File: src/rtl/shield_pkg.sv
// shield_pkg: shared FSM state codes, AXI burst encoding and beat-size helper for the shield write path.
package shield_pkg;
  localparam logic [0:0] SHIELD_ST_IDLE = 1'b0;
  localparam logic [0:0] SHIELD_ST_SPLIT = 1'b1;
  localparam logic [1:0] SHIELD_BURST_INCR = 2'b01;
  function automatic logic [2:0] shield_beat_size(input int data_width);
    return 3'($clog2(data_width / 8));
  endfunction
endpackage

File: src/rtl/shield_counter.sv
// shield_counter: loadable down-counter; load wins over subtract in the same cycle.
module shield_counter #(
  parameter int C_WIDTH = 9
) (
  input  logic               clk,
  input  logic               rst_n,
  input  logic               ld,
  input  logic [C_WIDTH-1:0] ld_val,
  input  logic               sub,
  input  logic [C_WIDTH-1:0] sub_val,
  output logic [C_WIDTH-1:0] cnt
);
  logic [C_WIDTH-1:0] cnt_q, cnt_d;
  always_comb cnt_d = ld ? ld_val : sub ? cnt_q - sub_val : cnt_q;
  always_ff @(posedge clk or negedge rst_n)
    if (!rst_n) cnt_q <= '0;
    else cnt_q <= cnt_d;
  assign cnt = cnt_q;
endmodule

File: src/rtl/shield_write_line_splitter.sv
// shield_write_line_splitter: splits an AXI INCR write burst into per-cache-line requests.
// Define SHIELD_WR_SPLIT_CHECK_EN to flag non-INCR or wrong-size bursts on err_unsupported.
module shield_write_line_splitter
  import shield_pkg::*;
#(
  parameter int CL_ID_WIDTH = 6,
  parameter int ADDR_WIDTH = 64,
  parameter int CL_DATA_WIDTH = 64,
  parameter int OFFSET_WIDTH = 6,
  parameter int BURSTS_PER_LINE = 8,
  parameter int BURSTS_PER_LINE_LOG = 3
) (
  input  logic                    clk,
  input  logic                    rst_n,
  input  logic [CL_ID_WIDTH-1:0]  s_axi_awid,
  input  logic [ADDR_WIDTH-1:0]   s_axi_awaddr,
  input  logic [7:0]              s_axi_awlen,
  input  logic [2:0]              s_axi_awsize,
  input  logic [1:0]              s_axi_awburst,
  input  logic                    s_axi_awvalid,
  output logic                    s_axi_awready,
  output logic [ADDR_WIDTH-1:0]   line_addr,
  output logic [7:0]              burst_count,
  output logic [OFFSET_WIDTH-1:0] burst_start_offset,
  output logic [CL_ID_WIDTH-1:0]  line_id,
  output logic                    line_first,
  output logic                    line_last,
  output logic                    req_val,
  input  logic                    req_rdy,
  output logic                    busy,
  output logic                    err_unsupported
);
  localparam int BEAT_LOG = OFFSET_WIDTH - BURSTS_PER_LINE_LOG;
  logic [0:0] state_q, state_d;
  logic [ADDR_WIDTH-1:0] cur_addr_q, cur_addr_d;
  logic [CL_ID_WIDTH-1:0] id_q, id_d;
  logic first_q, first_d;
  logic awready_en_q;
  logic [8:0] beats_rem, room, cnt9;
  logic [BURSTS_PER_LINE_LOG-1:0] start_idx;
  logic aw_hs, fire, last;
  assign s_axi_awready = awready_en_q && state_q == SHIELD_ST_IDLE;
  assign req_val = state_q == SHIELD_ST_SPLIT;
  assign busy = state_q != SHIELD_ST_IDLE;
  assign aw_hs = s_axi_awvalid && s_axi_awready;
  assign fire = req_val && req_rdy;
  assign start_idx = cur_addr_q[OFFSET_WIDTH-1 -: BURSTS_PER_LINE_LOG];
  assign room = 9'(BURSTS_PER_LINE) - 9'(start_idx);
  assign last = beats_rem <= room;
  assign cnt9 = last ? beats_rem : room;
  assign burst_count = cnt9[7:0];
  assign line_addr = {cur_addr_q[ADDR_WIDTH-1:OFFSET_WIDTH], {OFFSET_WIDTH{1'b0}}};
  assign burst_start_offset = {start_idx, {BEAT_LOG{1'b0}}};
  assign line_id = id_q;
  assign line_first = first_q;
  assign line_last = req_val && last;
  always_comb begin
    state_d = state_q;
    cur_addr_d = cur_addr_q;
    id_d = id_q;
    first_d = first_q;
    if (aw_hs) begin
      state_d = SHIELD_ST_SPLIT;
      cur_addr_d = s_axi_awaddr;
      id_d = s_axi_awid;
      first_d = 1'b1;
    end else if (fire) begin
      state_d = last ? SHIELD_ST_IDLE : SHIELD_ST_SPLIT;
      cur_addr_d = line_addr + (ADDR_WIDTH'(1) << OFFSET_WIDTH);
      first_d = 1'b0;
    end
  end
  always_ff @(posedge clk or negedge rst_n)
    if (!rst_n) begin
      state_q <= SHIELD_ST_IDLE;
      cur_addr_q <= '0;
      id_q <= '0;
      first_q <= 1'b0;
      awready_en_q <= 1'b0;
    end else begin
      state_q <= state_d;
      cur_addr_q <= cur_addr_d;
      id_q <= id_d;
      first_q <= first_d;
      awready_en_q <= 1'b1;
    end
  shield_counter #(.C_WIDTH(9)) u_beats_rem (
    .clk    (clk),
    .rst_n  (rst_n),
    .ld     (aw_hs),
    .ld_val ({1'b0, s_axi_awlen} + 9'd1),
    .sub    (fire),
    .sub_val(cnt9),
    .cnt    (beats_rem)
  );
`ifdef SHIELD_WR_SPLIT_CHECK_EN
  logic err_q, err_d;
  always_comb err_d = aw_hs && (s_axi_awburst != SHIELD_BURST_INCR ||
                                s_axi_awsize != shield_beat_size(CL_DATA_WIDTH));
  always_ff @(posedge clk or negedge rst_n)
    if (!rst_n) err_q <= 1'b0;
    else err_q <= err_d;
  assign err_unsupported = err_q;
  logic unused_ok;
  assign unused_ok = ^cur_addr_q[BEAT_LOG-1:0];
`else
  assign err_unsupported = 1'b0;
  logic unused_ok;
  assign unused_ok = ^{cur_addr_q[BEAT_LOG-1:0], s_axi_awburst, s_axi_awsize};
`endif
endmodule

File: config.mk
export PLATFORM = sky130hd
export DESIGN_NAME = shield_write_line_splitter
export DESIGN_NICKNAME = d
export VERILOG_FILES = /design/src/rtl/shield_pkg.sv /design/src/rtl/shield_counter.sv /design/src/rtl/shield_write_line_splitter.sv
export SDC_FILE = /design/constraint.sdc
export NUM_CORES = 1
export LEC_CHECK = 0
export ABC_AREA = 1
export CAP_MARGIN = 15
export CORE_AREA = 2 2 159 83
export CTS_CLUSTER_SIZE = 8
export DETAILED_ROUTE_END_ITERATION = 10
export DIE_AREA = 0 0 161 85
export HOLD_SLACK_MARGIN = 0.06
export PLACE_DENSITY = 0.9
export SLEW_MARGIN = 20
export SYNTH_ARGS = -nofsm -noshare
export SYNTH_HDL_FRONTEND = slang
export SYNTH_HIERARCHICAL = 1
export SYNTH_SLANG_ARGS = --single-unit
export TNS_END_PERCENT = 30
File: constraint.sdc
create_clock -name clk -period 5.7 [get_ports clk]
set_input_delay 0.57 -clock clk [delete_from_list [all_inputs] [get_ports clk]]
set_output_delay 0.57 -clock clk [all_outputs]
set_load 0.005 [all_outputs]
==> results of run 1 <==
## cell usage after synthesis (2+ instances only)
library cell	count
a211oi_1	6
a21oi_1	10
a22oi_1	6
a31oi_1	6
buf_2	15
buf_4	20
clkbuf_1	9
conb_1	2
dfrtp_1	79
ha_1	15
inv_1	147
inv_2	6
nand2_1	315
nand2_2	13
nand3_1	86
nand3b_1	9
nand4_1	20
nor2_1	123
nor2_2	10
nor2_4	10
nor3_1	11
o211ai_1	8
o21ai_0	44
o21ai_1	15
o21bai_1	2
o22ai_1	10
or2_1	2
xnor2_1	2
xor2_1	11
## logic make-up (layout without fill, tap and decap cells)
family	count (synthesis)	in the layout	synth area share
AO/OA/AOI/OAI	116	116	0.1079
buffers and inverters	200	327	0.1309
XOR/XNOR	13	13	0.01745
AND/OR/NAND/NOR	604	604	0.4062
adder cells (fa/ha/maj)	16	16	0.03183
flip-flops	79	79	0.3029
other	2	20	0.001151
multiplexers	1	1	0.001534
## per-stage QoR
step | hold WS, ps | area, um2 | cells | total power [uW] | utilization
after CTS | 453.5 | 8398 | 1346 | 3951 | 0.6807
final | 255.7 | 8402 | 1346 | 4011 | 0.6810
after detailed placement | 468.9 | 8107 | 1330 | 3359 | 0.6571
after global placement | 462.3 | 8107 | 1330 | 3279 | 0.6571
after floorplan | 274.4 | 6594 | 1049 | 2370 | -
after global routing | 319.7 | 8402 | 1346 | 4302 | 0.6810
## sequential cells by signal, summed over array words and instances (netlist names)
register         flops
awready_en_q         1
cur_addr_q          61
line_id              6
u_beats_rem/cnt      9
line_first           1
busy                 1
## per-layer routing
metal  routed length (um)  share of wire  up-vias  global-route usage
li1                     -              -     3531                   -
met1                10570           0.46     3414              0.5303
met2                 8939           0.39      504              0.4631
met3                 3318           0.14       33              0.1085
met4                  310          0.013        0             0.07062
met5                    0              0        -                   0
## cell type report
class / instances / area [um2] / share of cell area
multi-input combinational: 770 / 3775 / 0.4493
clock inverter: 5 / 58.81 / 0.006999
clock buffer: 11 / 232.7 / 0.02770
sequential: 79 / 1977 / 0.2353
tap: 170 / 212.7 / 0.02532
timing repair buffer: 157 / 1565 / 0.1863
inverter: 154 / 580.6 / 0.06910
## cell usage in the layout, fill, tap and decap left out, types with 8 or more instances in the layout
| cell | Yosys | routed |
|---|---|---|
| a21oi_1 | 10 | 10 |
| nand3b_1 | 9 | 9 |
| nor2_4 | 10 | 10 |
| clkdlybuf4s50_1 | 0 | 153 |
| o21ai_0 | 44 | 44 |
| nand4_1 | 20 | 20 |
| nand2_1 | 315 | 315 |
| o21ai_1 | 15 | 15 |
| nor2_2 | 10 | 10 |
| nand3_1 | 86 | 85 |
| conb_1 | 2 | 20 |
| o22ai_1 | 10 | 10 |
| xor2_1 | 11 | 11 |
| ha_1 | 15 | 15 |
| nand2_2 | 13 | 13 |
| inv_1 | 147 | 147 |
| dfrtp_1 | 79 | 79 |
| clkbuf_16 | 0 | 9 |
| o211ai_1 | 8 | 8 |
| nor2_1 | 123 | 123 |
| nor3_1 | 11 | 11 |
## power breakdown
part | leakage, uW | switching, uW | internal (uW) | total (uW)
logic | 0.00291 | 1230 | 976 | 2210
registers | 0.000952 | 417 | 805 | 1220
clock network | 0.000136 | 240 | 340 | 580
## path summary, 6_finish.rpt
| path | slack (ps) | cells past startpoint | from | end |
|---|---|---|---|---|
| setup reg to reg | 2000 | 19 | cur_addr_q[3]$_DFFE_PN0P_ | u_beats_rem/cnt[8]$_DFFE_PN0P_ |
| setup / recovery | 1920 | 11 | cur_addr_q[3]$_DFFE_PN0P_ | burst_count[0] |
| max in group asynchronous | 4890 | 1 | rst_n | cur_addr_q[44]$_DFFE_PN0P_ |
| hold reg to reg | 490 | 2 | line_id[3]$_DFFE_PN0P_ | line_id[3]$_DFFE_PN0P_ |
| hold / removal | 260 | 1 | rst_n | cur_addr_q[60]$_DFFE_PN0P_ |
| min in group clk | 490 | 2 | line_id[3]$_DFFE_PN0P_ | line_id[3]$_DFFE_PN0P_ |
==> qor.yml, run 1 <==
logic_synthesis:
  netlist_area_um2: 6526
  ys_async_sr_fraction: 1.000
  yosysSeqAreaShare: 0.3029
  synth_top_area_share: 0.3029
  avgSynthCellArea_um2: 6.330
  synth.distinct_cells: 48
  synth_seq_cells: 79
  synth_edf_count: 0
  synth_area_leaders: "dfrtp_1, nand2_1, inv_1, nor2_1, nand3_1"
  yosys_warnings: 6
  synth_top_area_cell: "dfrtp_1"
  syn_inst: 1031
  synthFlopType: "dfrtp_1"
clock_tree:
  post_cts_buffers: 0
  htreeDepth: 3
  postCtsHoldBufs: 0
  cts_resized: 0
  clk_pin_slew_ps: 60
  ctsRootBufferMaster: "clkbuf_16"
  clock_sinks: 79
  clockBufferDepth: 2
  numCtsBuffers: 9
  cts_tree: "built"
  clock_latency_ps: 340
global_route:
  grt-ovfl-total: 0
  grt_usage: 0.3434
  grt_pass1_wl_mm: 36.38
  grt_pass1_vias: 6792
  antenna_found_initial: 0
  grt_max_degree: 80
drt:
  vias: 7482
  detail_route.wl_per_cell_um: 17.19
  viasPerCell: 5.559
  wl_mm: 23.14
  drcViolationCount: 0
  drt_first_pass_iters: 8
  detail-route-antenna-nets: 0
  drt_iter0_drc: 1020
sta:
  setup_viol: 0
  post-route-period-util: 0.6628
  min_period_ps: 3778
  fin_ws_ps: 1922
  finalHoldViolations: 0
  fmax_ghz: 0.2647
  finalClockSkew_ps: 10.38
  slew_headroom: 0.3628
  rsz0062_at_grt: "no"
  tns_ps: 0
  worst_pin_slew_ps: 954.8
  drv_slew: 0
floorplanning:
  die_area_um2: 13690
  start_util: 0.5290
  ios: 177
  die_h_um: 85
  num_rows: 29
  fp.coreArea_um2: 12340
  fp.dieW_um: 161
run_status:
  outcome: "finished, final reports clean"
critical_path:
  start_kind: "flop"
  crit_fanout: 9
  crit_buf_inv: 3
  slowest_stage: "clkdlybuf4s50_1"
  cpLargestDelayFamily: "buffers and inverters"
  critical_path.max_stage_delay_ps: 560
  required_ps: 5130
  critPathKind: "reg2out"
  cp.arrival_ps: 3210
  cp-end-kind: "primary output"
  path_cells: "inv_1 > ha_1 > xnor2_1 > inv_1 > ha_1 > a21oi_1 > nor2_1 > o21ai_0 > nand2_1 > o21ai_0 > clkdlybuf4s50_1"
placement:
  dp_slack_ps: 2119
  place.detailed.hpwl_mm: 17.64
  place.gp.congestion: 1.019
  io_buffers: 154
run:
  drv_cap: 0
min_path:
  hold_path_class: "in2async"
layout:
  diodes: 0
  drive_above_1_share: 0.05782
  n_fill_cell: 1077
  final_nets: 1274
  areaGrowthSynthToFinish_pct: 28.74
pwr:
  peakVddDrop_mv: 0.2034
  leakage_uw: 0.004000
  powerDensity_nw_per_um2: 477.4
Power figures use the tool's default switching activity.
==> inputs of run 2 (changes only) <==
Settings changed: CORE_AREA 2 2 159 83 to 2 2 174 91, DIE_AREA 0 0 161 85 to 0 0 176 93, PLACE_DENSITY 0.9 to 0.8.
Clock period 5.7 ns to 3.2 ns, I/O delays scaled along.
==> qor.yml, run 2 (synthesized netlist as in run 1, its figures left out) <==
run_status:
  outcome: "finished, final reports clean"
layout:
  final_common_cell: "nand2_1"
  final_cells: 1391
  diodes: 0
  drive_above_1_share: 0.08172
  largest_register_ffs: 61
  largest_register: "cur_addr_q"
  final_area_um2: 8602
  areaGrowthSynthToFinish_pct: 31.81
  final_nets: 1285
  layout_common_cells: "nand2_1, clkdlybuf4s50_1, inv_1, nor2_1, nand3_1"
  final_core_util: 0.5760
critical_path:
  required_ps: 2880
  cp.arrival_ps: 2780
  r2r-end: "u_beats_rem/cnt[6]$_DFFE_PN0P_"
  setup.worst_path.start: "cur_addr_q[3]$_DFFE_PN0P_"
  critical_path.max_stage_delay_ps: 480
  crit_cells: 14
  reg2reg_depth: 21
  path_cells: "inv_1 > ha_1 > xnor2_1 > inv_1 > ha_4 > a21oi_2 > nor2_1 > o21ai_2 > nand2_2 > buf_4 > nand2_1 > o21ai_2 > buf_4 > clkdlybuf4s50_1"
  rrSetupSlack_ps: 120
  cp-endpoint: "burst_count[0]"
  crit_buf_inv: 5
  slowest_stage: "clkdlybuf4s50_1"
  crit_fanout: 4
  cpLargestDelayFamily: "buffers and inverters"
  start_kind: "flop"
  cp-end-kind: "primary output"
  reg2reg_from: "cur_addr_q[3]$_DFFE_PN0P_"
  critPathKind: "reg2out"
floorplanning:
  die_h_um: 93
  start_util: 0.4370
  die_area_um2: 16370
  fp.dieW_um: 176
  num_rows: 32
  fp.coreArea_um2: 14930
  ios: 177
placement:
  dp_cells: 1372
  place.detailed.hpwl_mm: 18.58
  place.gp.congestion: 1.041
  place_area_um2: 8209
  io_buffers: 154
clock_tree:
  htreeDepth: 3
  numCtsBuffers: 9
  clock_latency_ps: 350
  clock_sinks: 79
  ctsRootBufferMaster: "clkbuf_16"
  clk_pin_slew_ps: 60
  clockBufferDepth: 2
  cts_tree: "built"
  postCtsHoldBufs: 0
global_route:
  antenna_found_initial: 0
  grt_max_degree: 80
  grt_pass1_vias: 6745
  grt_usage: 0.3012
  grt-ovfl-total: 0
  grt_pass1_wl_mm: 37.69
sta:
  slew_headroom: 0.4780
  drv_slew: 0
  finalHoldViolations: 0
  setup_viol: 0
  rsz0062_at_grt: "yes"
  post-route-period-util: 0.9698
  worst_pin_slew_ps: 783.1
  fmax_ghz: 0.3222
  finalClockSkew_ps: 11.90
  min_period_ps: 3103
  tns_ps: 0
drt:
  detail-route-antenna-nets: 0
  drcViolationCount: 0
  vias: 7384
  drt_first_pass_iters: 6
  detail_route.wl_per_cell_um: 17.44
  wl_mm: 24.26
  drt_iter0_drc: 909
  viasPerCell: 5.308
run:
  drv_cap: 0
pwr:
  powerDensity_nw_per_um2: 853.3
  peakVddDrop_mv: 0.3400
  leakage_uw: 0.004067
min_path:
  hold_path_class: "in2async"
## run 2: metrics by stage
step	power [uW]	hold slack [ps]	setup slack [ps]
after detailed placement	6017	471.3	-96.53
after global routing	7878	88.25	-83.45
after floorplan	4221	24.41	161.8
after CTS	7086	207.4	1.564
after global placement	5930	463.9	26.39
final	7340	25.34	96.61
## run 2: worst min path at each step
stage          slack, ps  cells after the start                         to                    from
4_1_cts              210                      1  cur_addr_q[7]$_DFFE_PN0P_                   rst_n
3_3_place_gp         460                      2     line_id[1]$_DFFE_PN0P_  line_id[1]$_DFFE_PN0P_
3_5_place_dp         470                      2     line_id[1]$_DFFE_PN0P_  line_id[1]$_DFFE_PN0P_
5_1_grt               90                      1  cur_addr_q[5]$_DFFE_PN0P_                   rst_n
6_report              30                      1  cur_addr_q[7]$_DFFE_PN0P_                   rst_n
2_1_floorplan         20                      0     awready_en_q$_DFF_PN0_                   rst_n
## run 2: repair_timing
action | 4_1_cts | 5_1_grt
setup endpoints to repair | 8 | 11
hold endpoints to repair | 0 | 0
buffers inserted | 1 | 2
gates resized for setup | 3 | 17
pin swaps | 1 | 1
## run 2: per-layer routing
| layer | track usage | wire (um) | share of wire | vias up |
|---|---|---|---|---|
| met5 | 0 | 0 | 0 | - |
| met4 | 0.05303 | 282 | 0.012 | 0 |
| met3 | 0.09390 | 2975 | 0.12 | 29 |
| met2 | 0.4091 | 9320 | 0.38 | 428 |
| met1 | 0.4632 | 11690 | 0.48 | 3393 |
| li1 | - | - | - | 3534 |
## run 2: final cells by class
| type | instances | area (um2) |
|---|---|---|
| Fill cell | 1452 | 6332 |
| Multi-Input combinational cell | 770 | 3854 |
| Sequential cell | 79 | 1977 |
| Timing Repair Buffer | 168 | 1650 |
| Inverter | 154 | 580.6 |
| Clock buffer | 12 | 256.5 |
| Tap cell | 204 | 255.2 |
| Clock inverter | 4 | 28.78 |
## run 2: power by group
part	internal [uW]	leakage [uW]	total, uW	switching [uW]
clock network	571	0.000135	1030	455
logic	1870	0.00298	4120	2250
registers	1430	0.000952	2190	759
## run 2: worst reg2reg max path, stage by stage, from the launching register on
cell and delay [ps]:
dfrtp_1 350, inv_1 70, ha_1 210, xnor2_1 160
inv_1 110, ha_4 300, a21oi_2 50, nor2_1 120
o21ai_2 80, nand2_2 110, buf_4 140, nand2_1 60
o21ai_2 80, ha_2 200, inv_2 50, fa_2 350
nand2_2 90, nand2_2 80, nand3b_1 140, nand3b_1 90
nand3_1 80, nand2_1 50
